--- config.mk ---
export PLATFORM = sky130hd
export DESIGN_NAME = ppfifo_src_gen
export DESIGN_NICKNAME = d
export VERILOG_FILES = /design/src/rtl/ppfifo_src_pkg.sv /design/src/rtl/ppfifo_src_pattern.sv /design/src/rtl/ppfifo_src_gen.sv
export SDC_FILE = /design/constraint.sdc
export NUM_CORES = 1
export LEC_CHECK = 0
export ABC_AREA = 1
export BUFFER_PORTS_ARGS = -buffer_cell sky130_fd_sc_hd__buf_2
export CORE_ASPECT_RATIO = 1.5
export CORE_MARGIN = 8
export CORE_UTILIZATION = 34
export CTS_CLUSTER_DIAMETER = 120
export DETAILED_ROUTE_END_ITERATION = 7
export PLACE_DENSITY = 0.62
export SKIP_CTS_REPAIR_TIMING = 1
export SLEW_MARGIN = 15
export SYNTH_ARGS = -nofsm -noshare
export SYNTH_HDL_FRONTEND = slang
export SYNTH_SLANG_ARGS = --single-unit
export TNS_END_PERCENT = 10
--- constraint.sdc ---
create_clock -name clk -period 4.1 [get_ports clk]
set_clock_uncertainty 0.1 [all_clocks]
set_input_delay 0.41 -clock clk [delete_from_list [all_inputs] [get_ports clk]]
set_output_delay 0.41 -clock clk [all_outputs]
set_load 0.05 [all_outputs]
--- src/rtl/ppfifo_src_pkg.sv ---
// Shared encodings for the ping-pong FIFO stimulus source.
package ppfifo_src_pkg;

    typedef enum logic [1:0] {
        MODE_INDEX = 2'd0,
        MODE_COUNT = 2'd1,
        MODE_LFSR  = 2'd2,
        MODE_WALK  = 2'd3
    } mode_e;

    typedef enum logic [1:0] {
        S_IDLE    = 2'd0,
        S_FILL    = 2'd1,
        S_RELEASE = 2'd2
    } state_e;

    localparam logic [7:0] DEFAULT_LFSR_TAPS = 8'hB8;

endpackage

--- src/rtl/ppfifo_src_pattern.sv ---
// Data pattern generators: running counter, Galois LFSR and walking-one.
// Only the generator selected by i_mode advances on a strobe.
module ppfifo_src_pattern
    import ppfifo_src_pkg::*;
#(
    parameter int                    DATA_WIDTH = 8,
    parameter logic [DATA_WIDTH-1:0] LFSR_TAPS  = DATA_WIDTH'(DEFAULT_LFSR_TAPS)
) (
    input  logic                  clk,
    input  logic                  rst,
    input  logic [DATA_WIDTH-1:0] i_seed,
    input  logic                  i_adv,
    input  logic [1:0]            i_mode,
    input  logic [15:0]           i_index,
    output logic [DATA_WIDTH-1:0] o_value
);

    logic [DATA_WIDTH-1:0] cnt_q, cnt_d;
    logic [DATA_WIDTH-1:0] lfsr_q, lfsr_d;
    logic [DATA_WIDTH-1:0] walk_q, walk_d;

    always_comb begin
        cnt_d   = cnt_q;
        lfsr_d  = lfsr_q;
        walk_d  = walk_q;
        o_value = '0;
        unique case (mode_e'(i_mode))
            MODE_INDEX: o_value = DATA_WIDTH'(i_index);
            MODE_COUNT: begin
                o_value = cnt_q;
                if (i_adv) cnt_d = cnt_q + DATA_WIDTH'(1);
            end
            MODE_LFSR: begin
                o_value = lfsr_q;
                if (i_adv) lfsr_d = (lfsr_q >> 1) ^ (lfsr_q[0] ? LFSR_TAPS : '0);
            end
            MODE_WALK: begin
                o_value = walk_q;
                if (i_adv) walk_d = {walk_q[DATA_WIDTH-2:0], walk_q[DATA_WIDTH-1]};
            end
            default: o_value = '0;
        endcase
    end

    // An all-zero LFSR would lock up, so a zero seed starts it at 1.
    always_ff @(posedge clk) begin
        if (!rst) begin
            cnt_q  <= i_seed;
            lfsr_q <= (i_seed == '0) ? DATA_WIDTH'(1) : i_seed;
            walk_q <= DATA_WIDTH'(1);
        end else begin
            cnt_q  <= cnt_d;
            lfsr_q <= lfsr_d;
            walk_q <= walk_d;
        end
    end

endmodule

--- src/rtl/ppfifo_src_gen.sv ---
// Multi-channel ping-pong FIFO write source: round-robin grant, patterned
// data, programmable gap, optional frame cap and frame statistics.
module ppfifo_src_gen
    import ppfifo_src_pkg::*;
#(
    parameter int                    DATA_WIDTH = 8,
    parameter int                    NUM_CH     = 2,
    parameter logic [DATA_WIDTH-1:0] LFSR_TAPS  = DATA_WIDTH'(DEFAULT_LFSR_TAPS)
) (
    input  logic                  clk,
    input  logic                  rst,
    input  logic                  i_enable,
    input  logic [1:0]            i_mode,
    input  logic [DATA_WIDTH-1:0] i_seed,
    input  logic [7:0]            i_gap,
    input  logic [15:0]           i_max_len,
    input  logic [NUM_CH-1:0]     i_wr_rdy,
    output logic [NUM_CH-1:0]     o_wr_act,
    input  logic [15:0]           i_wr_size,
    output logic                  o_wr_stb,
    output logic [DATA_WIDTH-1:0] o_wr_data,
    output logic                  o_frame_done,
    output logic [15:0]           o_frame_count
);

    localparam int PTR_W = (NUM_CH > 1) ? $clog2(NUM_CH) : 1;

    state_e                state_q, state_d;
    logic [PTR_W-1:0]      rr_q, rr_d;
    logic [15:0]           count_q, count_d;
    logic [7:0]            gap_q, gap_d;
    logic [NUM_CH-1:0]     act_q, act_d;
    logic                  stb_q, stb_d;
    logic                  done_q, done_d;
    logic [DATA_WIDTH-1:0] data_q, data_d;
    logic [15:0]           fcount_q, fcount_d;

    logic                  grant_vld;
    logic [PTR_W-1:0]      grant_ch;
    logic [15:0]           len;
    logic                  adv;
    logic [DATA_WIDTH-1:0] pat_value;

    assign len = (i_max_len != 16'd0 && i_max_len < i_wr_size) ? i_max_len : i_wr_size;

    // Round-robin: search channels at/above the pointer first, then wrap.
    always_comb begin
        grant_vld = 1'b0;
        grant_ch  = '0;
        for (int j = 0; j < NUM_CH; j++) begin
            if (!grant_vld && i_wr_rdy[j] && (PTR_W'(j) >= rr_q)) begin
                grant_vld = 1'b1;
                grant_ch  = PTR_W'(j);
            end
        end
        for (int j = 0; j < NUM_CH; j++) begin
            if (!grant_vld && i_wr_rdy[j]) begin
                grant_vld = 1'b1;
                grant_ch  = PTR_W'(j);
            end
        end
    end

    ppfifo_src_pattern #(
        .DATA_WIDTH (DATA_WIDTH),
        .LFSR_TAPS  (LFSR_TAPS)
    ) u_pattern (
        .clk     (clk),
        .rst     (rst),
        .i_seed  (i_seed),
        .i_adv   (adv),
        .i_mode  (i_mode),
        .i_index (count_q),
        .o_value (pat_value)
    );

    always_ff @(posedge clk) begin
        if (!rst) begin
            state_q  <= S_IDLE;
            rr_q     <= '0;
            count_q  <= '0;
            gap_q    <= '0;
            act_q    <= '0;
            stb_q    <= 1'b0;
            done_q   <= 1'b0;
            data_q   <= '0;
            fcount_q <= '0;
        end else begin
            state_q  <= state_d;
            rr_q     <= rr_d;
            count_q  <= count_d;
            gap_q    <= gap_d;
            act_q    <= act_d;
            stb_q    <= stb_d;
            done_q   <= done_d;
            data_q   <= data_d;
            fcount_q <= fcount_d;
        end
    end

    always_comb begin
        state_d = state_q;
        unique case (state_q)
            S_IDLE:    if (i_enable && grant_vld) state_d = S_FILL;
            S_FILL:    if (i_enable && count_q == len) state_d = S_RELEASE;
            S_RELEASE: state_d = S_IDLE;
            default:   state_d = S_IDLE;
        endcase
    end

    always_comb begin
        rr_d     = rr_q;
        count_d  = count_q;
        gap_d    = gap_q;
        act_d    = act_q;
        stb_d    = 1'b0;
        done_d   = 1'b0;
        data_d   = data_q;
        fcount_d = fcount_q;
        adv      = 1'b0;
        unique case (state_q)
            S_IDLE: begin
                if (i_enable && grant_vld) begin
                    act_d   = NUM_CH'(1) << grant_ch;
                    count_d = '0;
                    gap_d   = '0;
                    rr_d    = (grant_ch == PTR_W'(NUM_CH - 1)) ? '0 : grant_ch + PTR_W'(1);
                end
            end
            S_FILL: begin
                // The length check precedes the gap wait, so the release
                // follows the last strobe immediately.
                if (i_enable) begin
                    if (count_q == len) begin
                        act_d    = '0;
                        done_d   = 1'b1;
                        fcount_d = fcount_q + 16'd1;
                    end else if (gap_q != 8'd0) begin
                        gap_d = gap_q - 8'd1;
                    end else begin
                        stb_d   = 1'b1;
                        data_d  = pat_value;
                        count_d = count_q + 16'd1;
                        gap_d   = i_gap;
                        adv     = 1'b1;
                    end
                end
            end
            default: ;
        endcase
    end

    assign o_wr_act      = act_q;
    assign o_wr_stb      = stb_q;
    assign o_wr_data     = data_q;
    assign o_frame_done  = done_q;
    assign o_frame_count = fcount_q;

endmodule

==> results of run 1 <==
## synthesized netlist by cell type (all sizes together) (5+ instances only)
library cell / count / area [µm²]
a21oi: 42 / 210
buf: 15 / 110
clkbuf: 18 / 67.6
dfxtp: 63 / 1260
edfxtp: 16 / 480
ha: 20 / 250
inv: 92 / 345
nand2: 239 / 930
nand3: 82 / 420
nand3b: 9 / 67.6
nand4: 19 / 119
nor2: 111 / 442
nor3: 9 / 45.0
o2111a: 6 / 67.6
o211ai: 5 / 37.5
o21ai: 37 / 185
xnor2: 8 / 70.1
xor2: 15 / 131
## power by group through the flow
stage | registers, mW | logic [mW] | clock network (mW)
5_1_grt | 0.884 | 0.487 | 0.815
2_1_floorplan | 0.887 | 0.320 | 0
3_5_place_dp | 0.894 | 0.422 | 0
3_3_place_gp | 0.894 | 0.418 | 0
6_report | 0.878 | 0.420 | 0.765
4_1_cts | 0.877 | 0.425 | 0.790
## cell type report
type                    count  share of cell area (%)
clock buffers              11                    4.08
clock inverters             5                   0.525
inverters                  93                    5.63
multi-input cells         617                    49.8
flip-flops and latches     79                    28.1
well taps                 203                    4.10
repair buffers             92                    7.83
## sequential cells by signal, indices dropped and copies added (netlist names), 2 cells and up
signal / flops
count_q: 16
gap_q: 8
o_frame_count: 16
o_wr_act: 2
o_wr_data: 8
state_q: 2
u_pattern.cnt_q: 8
u_pattern.lfsr_q: 8
u_pattern.walk_q: 8
## tightest hold or removal path, cell delays in order
cell,delay (ns)
buf_2,0.07
nand2_1,0.05
o21ai_0,0.06
## through the flow
step / std cells / util (%) / worst slack [ns] / power (mW) / hold slack [ns]
floorplan: 822 / - / 0.856 / 1.21 / 0.339
global placement: 1084 / 38.0 / 0.644 / 1.31 / 0.350
detailed placement: 1084 / 38.0 / 0.625 / 1.32 / 0.356
CTS: 1100 / 39.8 / 0.960 / 2.09 / 0.264
global route: 1100 / 39.9 / 0.723 / 2.19 / 0.291
finish: 1100 / 39.9 / 0.977 / 2.06 / 0.277
## path summary, 6_finish.rpt
| kind | start | end |
|---|---|---|
| worst max-delay path | i_max_len[9] | u_pattern.cnt_q[3] |
| worst min-delay path | i_seed[0] | u_pattern.cnt_q[0] |
| worst max register to register | gap_q[2] | u_pattern.cnt_q[3] |
| worst min register to register | o_wr_act[0] | o_wr_act[0] |
## cells by family (layout without fill, tap and decap cells)
group                      after synthesis  in the layout  synth area share (%)
AOI/OAI and AO/OA                      100            100                  10.8
buffers and inverters                  126            201                  9.85
and+or+nand+nor                        474            474                  38.4
adders and majority gates               20             20                  4.68
xor gates and xnor gates                23             23                  3.77
DFF                                     79             79                  32.6
## metal layers
metal / vias up / share of wire, % / GRT usage, %
li1: 2816 / - / -
met1: 2347 / 45 / 17.0
met2: 94 / 50 / 26.6
met3: 10 / 4.0 / 3.20
met4: 0 / 1.5 / 4.86
met5: - / 0 / 0
==> flow_metrics.env, run 1 <==
export IMPL_outcome="finished clean"
export IMPL_multi_input_area_mm2=0.00309
export IMPL_seq_area_mm2=0.00174
export IMPL_path_class="in -> reg"
export IMPL_mostFrequentLayoutCells="nand2_1 (234), nor2_1 (107), inv_1 (89), buf_2 (82), nand3_1 (80)"
export IMPL_die_area_mm2=0.0201
export IMPL_die_h_um=170
export IMPL_path_cells="buf_2 -> ha_1 -> nand2_1 -> nand2_1 -> nand2_1 -> nand2_1 -> nand2_1 -> nand2_1 -> nor2_4 -> buf_4 -> nand3_1 -> nand3_1 -> nand2_1 -> nor2_1 -> nand2_1 -> nor2_4 -> nand2_4 -> nand2_4 -> nand2_1 -> o21a_1"
export IMPL_slowest_stage="ha_1"
export IMPL_reg2reg_depth=8
export IMPL_cp_start_kind="input pin"
export IMPL_synth_edf_count=16
export IMPL_yosysSeqAreaShare_pct=32.6
export IMPL_avgRoutedWirePerCell_um=13.4
export IMPL_slew_violations=0
export IMPL_synth_fp_nets=897
export IMPL_root_buffer="clkbuf_16"
export IMPL_rrSetupSlack_ns=1.12
export IMPL_rsz0062_at_grt="no"
export IMPL_initial_core_util_pct=34.4
export IMPL_grt_pass1_vias=5103
export IMPL_setup_viol=0
export IMPL_power_internal_mw=1.43
export IMPL_max_freq_ghz=0.320
export IMPL_synth_area_per_cell_um2=6.51
export IMPL_areaGrowthSynthToFinish_pct=15.9
export IMPL_crit_required_ns=4.04
export IMPL_tns_ns=0
export IMPL_post_route_drc_count=0
export IMPL_synth_warnings=0
export IMPL_grt_antenna_before_repair=0
export IMPL_drv_cap=0
export IMPL_die_w_um=118
export IMPL_synth_cells=822
export IMPL_antenna_left=0
export IMPL_power_leakage_nw=2.84
export IMPL_cts_buffer_depth=2
export IMPL_grt_pass1_wl_um=24600
export IMPL_final_cell_area_mm2=0.00620
export IMPL_dr_pass1_iters=5
export IMPL_worstPathBufferInverterCount=2
export IMPL_crit_cells=20
export IMPL_drt_iter0_markers=320
export IMPL_io_buffers=82
export IMPL_finalCriticalPeriod_ns=3.12
export IMPL_final_common_cell="nand2_1"
export IMPL_hpwl_um=11400
export IMPL_clkSinkCount=79
export IMPL_cpMostUsedCell="nand2_1"
export IMPL_clock_latency_ns=0.34
export IMPL_power_frac_comb_pct=20.4
export IMPL_worstPathArrival_ns=3.06
export IMPL_path_max_fanout=18
export IMPL_synth_area_mm2=0.00535
export IMPL_ys_async_sr_fraction_pct=0
export IMPL_placed_area_mm2=0.00591
export IMPL_path_delay_family="simple AND/OR/NAND/NOR gates"
export IMPL_ys_ff_latch=79
export IMPL_core_area_mm2=0.0156
export IMPL_fillerInstances=1733
export IMPL_grt_use_total_pct=14.8
export IMPL_vias_per_cell=4.79
export IMPL_totalWireLength_um=14800
export IMPL_tightest_slew_ns=0.712
export IMPL_maxSlewHeadroom_pct=52.5
export IMPL_drive_above_1_share_pct=13.8
export IMPL_ir_drop_v=0.000213
export IMPL_cts_tree="yes"
export IMPL_hold_path_class="in -> reg"
export IMPL_p_sw_uw=629
export IMPL_clk_pin_slew_worst_paths_ns=0.06
export IMPL_vias=5267
export IMPL_hold_violations=0
export IMPL_slowest_delay_ns=0.31
export IMPL_hold_path_depth=3
export IMPL_p_seq_share_pct=42.6
export IMPL_nets=967
export IMPL_gp_congestion=0.794
export IMPL_clockPowerShare_pct=37.1
export IMPL_cp_end_kind="flop"
export IMPL_antenna_cells=0
export IMPL_cts_htree_levels=3
export IMPL_cts_made_buffers=9
export IMPL_power_density_mw_per_mm2=333
export IMPL_rows=56
export IMPL_grt_max_degree=53
export IMPL_overflow=0
export IMPL_ys_flop_type="dfxtp_1"
export IMPL_fin_crit_sh_pct=76.2
export IMPL_io_pins=83
export IMPL_switching_share_pct=30.5
export IMPL_ys_types=38
Power figures use the tool's default switching activity.
==> inputs of run 2 (changes only) <==
- clock period: 4.1 -> 3.1 ns (I/O delays scaled with it)
==> run 2 against run 1 <==
Net effect:
- clock-buffer cell count fell by 1
- via count increased by 2.5%
- sequential share of layout area fell by 1.2 points
- sequential cell count unchanged
- critical path type unchanged
- critical endpoint is now u_pattern.cnt_q[1]
- highest routed layer unchanged
==> flow_metrics.env, run 2 (synthesis results as in run 1) <==
export IMPL_io_buffers=82
export IMPL_antenna_cells=0
export IMPL_maxSlewHeadroom_pct=61.7
export IMPL_gp_congestion=0.858
export IMPL_stdcell_count=1129
export IMPL_m1WireLength_um=6450
export IMPL_grt_pass1_wl_um=24300
export IMPL_dr_wl_met2_um=7400
export IMPL_die_area_mm2=0.0201
export IMPL_ir_drop_v=0.000345
export IMPL_holdWs_ns=0.193
export IMPL_die_h_um=170
export IMPL_clock_latency_ns=0.34
export IMPL_worstPathArrival_ns=2.72
export IMPL_clkSinkCount=79
export IMPL_place_ws_ns=-0.123
export IMPL_clk_pin_slew_worst_paths_ns=0.06
export IMPL_initial_core_util_pct=34.4
export IMPL_antenna_left=0
export IMPL_tightest_slew_ns=0.570
export IMPL_reg2reg_depth=9
export IMPL_worstPathBufferInverterCount=3
export IMPL_hold_path_depth=3
export IMPL_path_cells="buf_2 -> ha_1 -> a21oi_1 -> o21a_1 -> nand2_1 -> nor2_4 -> buf_4 -> nand3b_1 -> nand2_1 -> nand2_1 -> nand2_1 -> nor2_1 -> nand2_1 -> nor2_4 -> nand2_4 -> nand2_4 -> buf_4 -> nand2_1 -> o21a_1"
export IMPL_path_max_fanout=12
export IMPL_vias=5398
export IMPL_cp_start_kind="input pin"
export IMPL_io_pins=83
export IMPL_cts_made_buffers=9
export IMPL_path_delay_family="simple AND/OR/NAND/NOR gates"
export IMPL_mostFrequentLayoutCells="nand2_1 (234), nor2_1 (107), inv_1 (89), buf_2 (82), nand3_1 (80)"
export IMPL_cts_buffer_depth=2
export IMPL_slowest_delay_ns=0.36
export IMPL_root_buffer="clkbuf_16"
export IMPL_top_layer="met4"
export IMPL_core_area_mm2=0.0156
export IMPL_vias_per_cell=4.78
export IMPL_drive_above_1_share_pct=16.5
export IMPL_fin_util_pct=41.7
export IMPL_worstHoldStart="i_seed[0]"
export IMPL_hold_path_class="in -> reg"
export IMPL_power_leakage_nw=3.01
export IMPL_crit_required_ns=3.00
export IMPL_crit_start="i_max_len[15]"
export IMPL_setup_viol=0
export IMPL_cts_htree_levels=3
export IMPL_path_class="in -> reg"
export IMPL_avgRoutedWirePerCell_um=13.1
export IMPL_slowest_stage="o21a_1"
export IMPL_rrSetupSlack_ns=0.64
export IMPL_setup_slack_ns=0.275
export IMPL_hold_violations=0
export IMPL_overflow=0
export IMPL_cts_tree="yes"
export IMPL_grt_antenna_before_repair=0
export IMPL_drv_cap=0
export IMPL_dr_pass1_iters=5
export IMPL_areaGrowthSynthToFinish_pct=21.3
export IMPL_final_common_cell="nand2_1"
export IMPL_grt_pass1_vias=5148
export IMPL_dr_wl_met3_um=634
export IMPL_grt_use_total_pct=14.5
export IMPL_outcome="finished clean"
export IMPL_dpl_cell_count=1113
export IMPL_finalCriticalPeriod_ns=2.82
export IMPL_post_route_drc_count=0
export IMPL_fillerInstances=1681
export IMPL_whs_endpoint="u_pattern.lfsr_q[0]"
export IMPL_cp_end_kind="flop"
export IMPL_rr_endpoint="u_pattern.cnt_q[1]"
export IMPL_hpwl_um=11400
export IMPL_slew_violations=0
export IMPL_fin_crit_sh_pct=91.1
export IMPL_totalWireLength_um=14800
export IMPL_grt_max_degree=28
export IMPL_r2r_start="gap_q[2]"
export IMPL_max_freq_ghz=0.354
export IMPL_power_density_mw_per_mm2=453
export IMPL_rsz0062_at_grt="no"
export IMPL_power_total_mw=2.94
export IMPL_die_w_um=118
export IMPL_rows=56
export IMPL_cpMostUsedCell="nand2_1"
export IMPL_nets=996
export IMPL_drt_iter0_markers=285
run 2: cell types whose count changed in the layout (fill, tap and decap cells not counted), sizes merged:
cell	before	now
buf	92	121
bufinv	0	2
clkbuf	11	10
clkinv	6	5
run 2: through the flow:
stage / setup TNS, ns / area (µm²)
CTS: 0 / 6480
global placement: -1.70 / 6140
global route: 0 / 6490
detailed placement: -2.19 / 6140
floorplan: 0 / 5350
finish: 0 / 6490
run 2: worst max-delay path by stage:
stage | endpoint | slack [ns] | cells past startpoint
after detailed placement | u_pattern.lfsr_q[3] | -0.12 | 17
final | u_pattern.cnt_q[1] | 0.28 | 19
after CTS | u_pattern.lfsr_q[2] | 0.22 | 17
after global placement | u_pattern.lfsr_q[2] | -0.09 | 17
after floorplan | u_pattern.lfsr_q[0] | 0.18 | 18
after global routing | count_q[10] | 0.007 | 22
run 2: report_power, final:
part / internal (mW) / leakage [nW] / total, mW / switching (mW)
registers: 1.11 / 0.668 / 1.16 / 0.0541
logic: 0.232 / 2.17 / 0.589 / 0.357
clock network: 0.757 / 0.168 / 1.19 / 0.436
run 2: area by class of cell:
| class | instances | area (µm²) | share of cell area [%] |
|---|---|---|---|
| Timing Repair Buffer | 121 | 716 | 11.0 |
| Tap cell | 203 | 254 | 3.92 |
| Sequential cell | 79 | 1740 | 26.8 |
| Clock inverter | 6 | 91.3 | 1.41 |
| Inverter | 93 | 349 | 5.38 |
| Clock buffer | 10 | 250 | 3.86 |
| Multi-Input combinational cell | 617 | 3090 | 47.6 |
run 2: per-layer routing:
metal / vias up / global-route usage [%]
li1: 2868 / -
met1: 2400 / 16.7
met2: 112 / 26.5
met3: 18 / 2.16
met4: 0 / 5.74
met5: - / 0
run 2: worst reg2reg max path: cells and delay by family, from the launching register on:
family / cells / cell delay (ns)
buf+inv: 2 / 0.23
compound gates: 1 / 0.36
simple gates: 6 / 1.09
flops: 1 / 0.34
